--- src/rtl/elevator_interface_pkg.sv ---
// Shared encodings for the four-floor elevator demo: FSM states, floor limits and
// seven-segment digit patterns (active-low {dp,g,f,e,d,c,b,a}).
package elevator_interface_pkg;

  typedef enum logic [1:0] {
    StIdle = 2'd0,
    StUp   = 2'd1,
    StDown = 2'd2,
    StDoor = 2'd3
  } state_e;

  localparam logic [1:0] MIN_FLOOR = 2'd0;
  localparam logic [1:0] MAX_FLOOR = 2'd3;

  localparam logic [7:0] SEG_DIGIT_1 = 8'hF9;
  localparam logic [7:0] SEG_DIGIT_2 = 8'hA4;
  localparam logic [7:0] SEG_DIGIT_3 = 8'hB0;
  localparam logic [7:0] SEG_DIGIT_4 = 8'h99;

  function automatic logic [3:0] sat_nibble(input logic [15:0] v);
    return (v > 16'd15) ? 4'hF : v[3:0];
  endfunction

endpackage

--- src/rtl/seg7_floor.sv ---
// Floor number (Level+1) to active-low seven-segment pattern; decimal point lit while moving.
module seg7_floor
  import elevator_interface_pkg::*;
(
  input  logic [1:0] level,
  input  logic       moving,
  output logic [7:0] seg
);

  always_comb begin
    seg = SEG_DIGIT_1;
    unique case (level)
      2'd0: seg = SEG_DIGIT_1;
      2'd1: seg = SEG_DIGIT_2;
      2'd2: seg = SEG_DIGIT_3;
      2'd3: seg = SEG_DIGIT_4;
    endcase
    if (moving) seg[7] = 1'b0;
  end

endmodule

--- src/rtl/elevator_interface.sv ---
// Four-floor elevator controller: request capture, one-floor-at-a-time travel FSM with
// door timer, emergency hold, and registered display/debug outputs.
module elevator_interface
  import elevator_interface_pkg::*;
#(
  parameter int unsigned FLOOR_TICKS = 16,
  parameter int unsigned DOOR_TICKS  = 8
) (
  input  logic       clk,
  input  logic       reset,
  input  logic       enable,
  input  logic       switch1,
  input  logic       switch2,
  input  logic       switch3,
  input  logic       Button1,
  input  logic       Button2,
  input  logic       Button3,
  input  logic       Button4,
  input  logic       Button5,
  input  logic       Button6,
  input  logic       Button7,
  output logic       exit,
  output logic [1:0] Level,
  output logic [7:0] sevenseg,
  output logic [1:0] test_out,
  output logic [3:0] reloj
);

  localparam logic [15:0] FloorLoad = 16'(FLOOR_TICKS - 1);
  localparam logic [15:0] DoorLoad  = 16'(DOOR_TICKS - 1);

  state_e      state_q, state_d;
  logic [15:0] timer_q, timer_d;
  logic [1:0]  level_q, level_d;
  logic [1:0]  target_q, target_d;
  logic        pending_q, pending_d;
  logic        b1_q, b1_qq, b4_q, b4_qq, b5_q, b5_qq, b6_q, hold_q;

  logic        rise1, rise4, rise5;
  logic        req_sw, req_up, req_dn, req_any, door_req, accept, moving;
  logic [1:0]  req_floor, step, next_up, next_dn;
  logic [2:0]  code;
  logic [7:0]  seg_next;
  logic        unused_buttons;

  assign unused_buttons = Button2 ^ Button3;

  always_ff @(posedge clk) begin
    if (reset) begin
      {b1_q, b1_qq, b4_q, b4_qq, b5_q, b5_qq, b6_q, hold_q} <= '0;
    end else begin
      b1_q   <= Button1;
      b1_qq  <= b1_q;
      b4_q   <= Button4;
      b4_qq  <= b4_q;
      b5_q   <= Button5;
      b5_qq  <= b5_q;
      b6_q   <= Button6;
      hold_q <= Button7;
    end
  end

  assign rise1    = b1_q & ~b1_qq;
  assign rise4    = b4_q & ~b4_qq;
  assign rise5    = b5_q & ~b5_qq;
  assign code     = {switch3, switch2, switch1};
  assign req_sw   = ~enable & rise5;
  assign req_up   = enable & b6_q & rise4;
  assign req_dn   = enable & b6_q & rise1;
  // Submit takes precedence over the door-open key when both arrive together.
  assign door_req = ~enable & rise4 & ~rise5;
  assign req_any  = (req_sw | req_up | req_dn) && (state_q != StDoor);
  assign next_up  = (level_q == MAX_FLOOR) ? MAX_FLOOR : level_q + 2'd1;
  assign next_dn  = (level_q == MIN_FLOOR) ? MIN_FLOOR : level_q - 2'd1;
  assign step     = (state_q == StUp) ? next_up : next_dn;
  assign moving   = (state_q == StUp) || (state_q == StDown);

  always_comb begin
    req_floor = level_q;
    if (req_sw)      req_floor = (code > 3'd3) ? MAX_FLOOR : code[1:0];
    else if (req_up) req_floor = next_up;
    else if (req_dn) req_floor = next_dn;
  end

  always_comb begin
    state_d = state_q;
    timer_d = timer_q;
    level_d = level_q;
    accept  = 1'b0;
    if (!hold_q) begin
      case (state_q)
        StIdle: begin
          if (pending_q) begin
            accept = 1'b1;
            if (target_q > level_q) begin
              state_d = StUp;
              timer_d = FloorLoad;
            end else if (target_q < level_q) begin
              state_d = StDown;
              timer_d = FloorLoad;
            end else begin
              state_d = StDoor;
              timer_d = DoorLoad;
            end
          end else if (door_req) begin
            state_d = StDoor;
            timer_d = DoorLoad;
          end
        end
        StUp, StDown: begin
          if (timer_q == '0) begin
            level_d = step;
            // Keep going only if the (possibly updated) target lies further ahead.
            if ((state_q == StUp && target_q > step) || (state_q == StDown && target_q < step)) begin
              timer_d = FloorLoad;
            end else begin
              state_d = StDoor;
              timer_d = DoorLoad;
            end
          end else begin
            timer_d = timer_q - 16'd1;
          end
        end
        StDoor: begin
          if (timer_q == '0) begin
            state_d = StIdle;
          end else begin
            timer_d = timer_q - 16'd1;
          end
        end
        default: state_d = StIdle;
      endcase
    end
  end

  always_comb begin
    pending_d = pending_q;
    target_d  = target_q;
    if (req_any) begin
      pending_d = 1'b1;
      target_d  = req_floor;
    end else if (accept) begin
      pending_d = 1'b0;
    end
  end

  seg7_floor u_seg7_floor (
    .level  (level_q),
    .moving (moving),
    .seg    (seg_next)
  );

  always_ff @(posedge clk) begin
    if (reset) begin
      state_q   <= StIdle;
      timer_q   <= '0;
      level_q   <= MIN_FLOOR;
      target_q  <= MIN_FLOOR;
      pending_q <= 1'b0;
      exit      <= 1'b0;
      Level     <= MIN_FLOOR;
      sevenseg  <= SEG_DIGIT_1;
      test_out  <= 2'd0;
      reloj     <= 4'd0;
    end else begin
      state_q   <= state_d;
      timer_q   <= timer_d;
      level_q   <= level_d;
      target_q  <= target_d;
      pending_q <= pending_d;
      exit      <= (state_q == StDoor);
      Level     <= level_q;
      sevenseg  <= seg_next;
      test_out  <= state_q;
      reloj     <= sat_nibble(timer_q);
    end
  end

endmodule

--- config.mk ---
export PLATFORM = sky130hd
export DESIGN_NAME = elevator_interface
export DESIGN_NICKNAME = d
export VERILOG_FILES = /design/src/rtl/elevator_interface_pkg.sv /design/src/rtl/seg7_floor.sv /design/src/rtl/elevator_interface.sv
export SDC_FILE = /design/constraint.sdc
export NUM_CORES = 1
export LEC_CHECK = 0
export BUFFER_PORTS_ARGS = -buffer_cell sky130_fd_sc_hd__buf_2
export CELL_PAD_IN_SITES_DETAIL_PLACEMENT = 1
export CELL_PAD_IN_SITES_GLOBAL_PLACEMENT = 1
export CORE_AREA = 2 2 94 60
export CTS_CLUSTER_DIAMETER = 80
export CTS_CLUSTER_SIZE = 16
export DETAILED_ROUTE_END_ITERATION = 6
export DIE_AREA = 0 0 96 62
export PLACE_DENSITY = 0.84
export SKIP_LAST_GASP = 1
export SLEW_MARGIN = 20
export SYNTH_ARGS = -nofsm -noshare
export SYNTH_HDL_FRONTEND = slang
export SYNTH_SLANG_ARGS = --single-unit
--- constraint.sdc ---
create_clock -name clk -period 3.9 [get_ports clk]
set_input_delay 0.39 -clock clk [delete_from_list [all_inputs] [get_ports clk]]
set_output_delay 0.39 -clock clk [all_outputs]
set_load 0.005 [all_outputs]
==> flow_summary.yaml, run 1 <==
cts:
  cts-root-buf: "clkbuf_8"
  post-cts-setup-buffers: 0
  cts_hold_buffers: 0
  cts_tree: "done"
  clkTransAtPathRegs_ns: 0.08
  cts_max_path_buffers: 2
  cts_sinks: 46
  insertion_delay_ns: 0.31
  cts_made_buffers: 5
  htree_levels: 2
  ctsResizeCount: 0
global_routing:
  grt_max_degree: 37
  grt.total_usage_pct: 19.4
  met2_usage_pct: 27.8
  grt_most_used_layer: "met1"
  grt_pass1_vias: 1729
  grtUsageMet3_pct: 4.46
  grt_antenna_before_repair: 0
  grt_pass1_wl_mm: 8.65
  overflow: 0
  grtUsageMet1_pct: 28.1
timing:
  finalMaxSlewViolations: 0
  setup_tns_ns: 0
  hold_viol: 0
  worst_pin_slew_ns: 1.13
  slew_headroom_pct: 24.2
  max_freq_ghz: 0.400
  post-route-period-util_pct: 64.1
  skew_ns: 0.00714
  rsz0062_at_grt: "no"
  min_period_ns: 2.50
  hold_slack_ns: 0.288
  setup_viol: 0
yosys:
  yosysUniqueCellTypes: 47
  ys_async_sr_fraction_pct: 0
  muxShareOfSynthArea_pct: 2.00
  synth_top_family_by_area: "simple AND/OR/NAND/NOR gates"
  synth-simple-area-share_pct: 25.2
  synthesis.nets: 280
  synthTopCellsByArea: "dfxtp_1, ha_1, nor2_1"
  synth_area_um2: 2260
  syn_inst: 250
  synth_edf_count: 0
  syn_avg_cell_area_um2: 9.02
  synth-xor-area-share_pct: 4.66
  synthFlopType: "dfxtp_1"
  synthAdderAreaFrac_pct: 9.43
  ys_warn_count: 0
  ys_ff_latch: 46
  yosys.area.top_type_share_pct: 40.8
  synth_compound_area_share_pct: 12.5
  synth_area_leader_cell: "dfxtp_1"
  seq_area_frac_synth_pct: 40.8
critical_path:
  crit_required_ns: 4.10
  arrival_ns: 2.70
  start_kind: "flop"
  endpoint_kind: "flop"
  crit_fanout: 7
  ff2ff_setup_slack_ns: 1.40
  reg2reg_depth: 10
  timing.rr.end: "state_q[0]"
  critical_path_class: "flop to flop"
  rr_startpoint: "level_q[0]"
finish:
  nets: 302
  fillerInstances: 633
  area_growth_pct: 11.0
  layout.cells.non_filler: 342
  num_antenna_cells: 0
  drive_gt1_share_pct: 16.5
worst_hold_path:
  min_to: "b5_q"
  hp-start: "Button5"
  worstHoldPathCells: 2
  hp-class: "primary input to flop"
routing:
  routed_via_density: 5.29
  vias: 1809
  wl_per_cell_um: 15.2
  drt.antenna.violating_nets: 0
  drt-total-wl_mm: 5.21
  drtIter0Drc: 69
  first_pass_iters: 4
  drcViolationCount: 0
die:
  die_h_um: 62
  start_util_pct: 43.1
  die_w_um: 96
  rows: 21
  io_pins: 30
  dieArea_um2: 5950
  core_area_um2: 5230
pwr:
  p_per_area_nw_per_um2: 955
  ir_drop_mv: 0.356
  p_leak_nw: 1.00
  p_total_mw: 2.39
placed_design:
  routabilityCongestion: 0.802
  hpwl_mm: 3.71
  placed_cells: 334
  portBuffers: 26
status:
  status: "completed"
flow_run:
  drv_cap: 0
[critical path, stage by stage, from the launching register on]
cell     delay [ns]
dfxtp_1        0.47
inv_1          0.12
ha_1           0.25
nand2_1        0.07
o21ai_0        0.10
ha_1           0.30
nor2b_1        0.15
nor3b_1        0.34
nor4_4         0.11
o21ai_2        0.16
mux2_1         0.33
[layer usage]
| layer | part of all wire (%) | vias up |
|---|---|---|
| li1 | - | 905 |
| met1 | 52 | 853 |
| met2 | 42 | 39 |
| met3 | 3.5 | 12 |
| met4 | 1.6 | 0 |
| met5 | 0 | - |
[cell usage in the layout, fill, tap and decap left out, drive strengths merged, types with 3 or more instances in the layout]
cell type and n:
xor2 11, nand2 15, nand4b 4, buf 27, a211oi 3, inv 13
nand2b 7, ha 17, a21oi 13, a311oi 4, nand4 5, nor2 32
a31oi 7, nor3 3, nand3 5, o21ai 12, nor3b 3, dfxtp 46
nor2b 12, clkbuf 7, mux2 4
[report_power, final]
group	leakage (nW)	internal (mW)	switching (mW)	total, mW
logic	0.580	0.522	0.854	1.38
clock network	0.0482	0.143	0.163	0.306
registers	0.377	0.604	0.105	0.709
[sequential cells by signal, summed over array words and instances, names as in the netlist]
| name | cells |
|---|---|
| Level | 2 |
| b1_q | 1 |
| b1_qq | 1 |
| b4_q | 1 |
| b4_qq | 1 |
| b5_q | 1 |
| b5_qq | 1 |
| b6_q | 1 |
| exit | 1 |
| hold_q | 1 |
| level_q | 2 |
| pending_q | 1 |
| reloj | 4 |
| sevenseg | 6 |
| state_q | 2 |
| target_q | 2 |
| test_out | 2 |
| timer_q | 16 |
[stage by stage]
step / worst slack (ns) / instance area (um2) / utilization [%]
after global routing: 1.23 / 2500 / 47.9
final: 1.40 / 2500 / 47.9
after CTS: 1.37 / 2500 / 47.9
after detailed placement: 1.40 / 2410 / 46.1
after floorplan: 1.67 / 2260 / -
after global placement: 1.45 / 2410 / 46.1
[cell type report]
class	instances	area (um2)	share of cell area [%]
multi-input combinational	179	1220	48.7
sequential	46	921	36.8
timing repair buffer	27	138	5.50
clock buffer	7	86.3	3.45
tap	69	86.3	3.45
inverter	13	48.8	1.95
clock inverter	1	5.00	0.200
[how the worst max path moves through the flow]
stage / start / end / slack, ns
after floorplan: level_q[0] / state_q[0] / 1.67
after global placement: level_q[0] / state_q[0] / 1.45
after detailed placement: level_q[0] / state_q[0] / 1.40
after CTS: level_q[0] / state_q[0] / 1.37
after global routing: level_q[0] / state_q[0] / 1.23
final: level_q[0] / state_q[0] / 1.40
[cells by family (layout without fill, tap and decap cells)]
logic type / count (synthesis) / after routing
and+or+nand+nor: 100 / 100
DFF: 46 / 46
AOI/OAI and AO/OA: 45 / 45
buffers and inverters: 25 / 48
adders and majority gates: 17 / 17
xor gates and xnor gates: 12 / 12
muxes: 4 / 4
other: 1 / 1
[cells in the mapped netlist (5+ instances only)]
cell type	count
nand2_1	15
dfxtp_1	46
a31oi_1	7
o21ai_0	11
nor2_1	30
clkbuf_1	5
ha_1	17
a21oi_1	13
inv_1	13
nor2b_1	12
nand4_1	5
nand2b_1	7
xor2_1	11
(Power assumes the default switching activity.)
==> inputs of run 2 (changes only) <==
--- a/config.mk
+++ b/config.mk
@@ -8,12 +8,12 @@
 export BUFFER_PORTS_ARGS = -buffer_cell sky130_fd_sc_hd__buf_2
 export CELL_PAD_IN_SITES_DETAIL_PLACEMENT = 1
 export CELL_PAD_IN_SITES_GLOBAL_PLACEMENT = 1
-export CORE_AREA = 2 2 94 60
+export CORE_AREA = 2 2 102 64
 export CTS_CLUSTER_DIAMETER = 80
 export CTS_CLUSTER_SIZE = 16
 export DETAILED_ROUTE_END_ITERATION = 6
-export DIE_AREA = 0 0 96 62
-export PLACE_DENSITY = 0.84
+export DIE_AREA = 0 0 104 66
+export PLACE_DENSITY = 0.77
 export SKIP_LAST_GASP = 1
 export SLEW_MARGIN = 20
 export SYNTH_ARGS = -nofsm -noshare
==> constraint.sdc (replaced) <==
create_clock -name clk -period 2 [get_ports clk]
set_input_delay 0.2 -clock clk [delete_from_list [all_inputs] [get_ports clk]]
set_output_delay 0.2 -clock clk [all_outputs]
set_load 0.005 [all_outputs]
==> run 2 against run 1 <==
Against the previous run:
- the run now ends with setup timing left
- count of clock-buffer cells in the layout is 2 lower
- worst setup slack worse by 1.7 ns
- non-clock buffer count is 43 higher
==> flow_summary.yaml, run 2 (same netlist as run 1, synthesis figures left out) <==
global_routing:
  grt_pass1_vias: 2005
  grt_pass1_wl_mm: 9.94
  grt_max_degree: 37
  grt_antenna_before_repair: 0
  overflow: 0
  grt.total_usage_pct: 18.7
critical_path:
  crit_fanout: 4
  timing.rr.end: "timer_q[3]"
  critical_path_class: "flop to flop"
  rr_startpoint: "state_q[1]"
  cpMaxStageDelayCell: "nor4_4"
  start_kind: "flop"
  arrival_ns: 2.51
  path_cells: "inv_2 -> ha_2 -> nor2_4 -> a21oi_4 -> ha_4 -> nor2b_4 -> and3b_2 -> nor4_4 -> buf_4 -> o31a_1 -> o32ai_2"
  ff2ff_setup_slack_ns: -0.33
  crit_required_ns: 2.19
  endpoint_kind: "flop"
  slowest_delay_ns: 0.38
  reg2reg_depth: 11
timing:
  setup_viol: 16
  timing.final.ws_setup_ns: -0.325
  hold_slack_ns: 0.0958
  worst_pin_slew_ns: 0.681
  skew_ns: 0.00908
  finalMaxSlewViolations: 0
  post-route-period-util_pct: 116
  hold_viol: 0
  rsz0062_at_grt: "yes"
  min_period_ns: 2.33
  setup_tns_ns: -1.22
  max_freq_ghz: 0.430
  slew_headroom_pct: 54.6
placed_design:
  routabilityCongestion: 0.817
  dp_slack_ns: -0.212
  hpwl_mm: 4.24
  portBuffers: 26
cts:
  cts_made_buffers: 5
  cts_tree: "done"
  cts_sinks: 46
  clkTransAtPathRegs_ns: 0.09
  cts_max_path_buffers: 2
  cts-root-buf: "clkbuf_8"
  insertion_delay_ns: 0.31
  htree_levels: 2
worst_hold_path:
  worstHoldPathCells: 2
  hp-class: "primary input to flop"
  min_to: "hold_q"
  hp-start: "Button7"
finish:
  num_antenna_cells: 0
  final_cell_mix: "dfxtp_1, buf_4, nor2_1"
  area_growth_pct: 41.3
  drive_gt1_share_pct: 42.4
  largest_reg_flops: 16
  top_register: "timer_q"
  fin_util_pct: 53.6
  reg.largest.list: "timer_q: 16 flops, sevenseg: 6 flops, reloj: 4 flops"
  final_common_cell: "dfxtp_1"
  nets: 345
routing:
  routed_via_density: 5.29
  drtIter0Drc: 110
  drt.antenna.violating_nets: 0
  vias: 2116
  first_pass_iters: 5
  wl_per_cell_um: 18.2
  drt-total-wl_mm: 7.28
  drcViolationCount: 0
die:
  die_w_um: 104
  core_area_um2: 5950
  dieArea_um2: 6860
  start_util_pct: 37.9
  io_pins: 30
  rows: 22
  die_h_um: 66
pwr:
  ir_drop_mv: 0.910
  p_leak_nw: 1.29
  p_per_area_nw_per_um2: 2210
flow_run:
  drv_cap: 0
status:
  status: "finished, violations left"
  failed_checks: "setup timing"
run 2: repair_timing:
item | in CTS | in global routing
pin swaps | 11 | 22
setup buffers | 3 | 13
hold buffers | 0 | 0
gates resized for setup | 17 | 45
endpoints found under the setup margin | 13 | 19
run 2: worst max-delay path by stage:
stage,startpoint,endpoint,slack [ns],depth (start not counted)
finish,state_q[1],timer_q[3],-0.33,11
global route,state_q[0],state_q[0],-0.36,10
CTS,level_q[1],state_q[1],-0.16,10
detailed placement,state_q[0],state_q[0],-0.21,9
global placement,state_q[0],state_q[1],-0.15,9
floorplan,timer_q[11],state_q[1],-0.006,6
run 2: stage by stage:
stage | cells | power [mW] | cell area, um2
floorplan | 250 | 3.57 | 2280
global placement | 377 | 4.64 | 2680
detailed placement | 377 | 4.77 | 2680
CTS | 388 | 5.86 | 2880
global route | 400 | 7.43 | 3190
finish | 400 | 7.04 | 3190
run 2: worst max-delay path: cells and delay by family (launching register included):
kind | cells | cell delay (ns)
flops | 1 | 0.33
simple gates | 4 | 0.70
compound gates | 3 | 0.45
buf+inv | 2 | 0.26
fa+ha+maj | 2 | 0.47
run 2: cell type report:
type	instances	area, um2
clock buffer	5	68.8
sequential	46	935
tap	84	105
clock inverter	3	40.0
multi-input combinational	179	1480
fill	681	2760
timing repair buffer	70	507
inverter	13	53.8
run 2: report_power, final:
| group | leakage [nW] | switching [mW] | internal, mW |
|---|---|---|---|
| clock network | 0.0579 | 0.339 | 0.368 |
| logic | 0.850 | 2.51 | 2.44 |
| registers | 0.380 | 0.204 | 1.19 |
run 2: routing by layer:
metal	vias to the layer above	global-route usage [%]	routed length [um]
li1	989	-	-
met1	1038	25.1	3360
met2	67	30.0	3440
met3	22	3.94	312
met4	0	6.93	166
met5	-	0	0
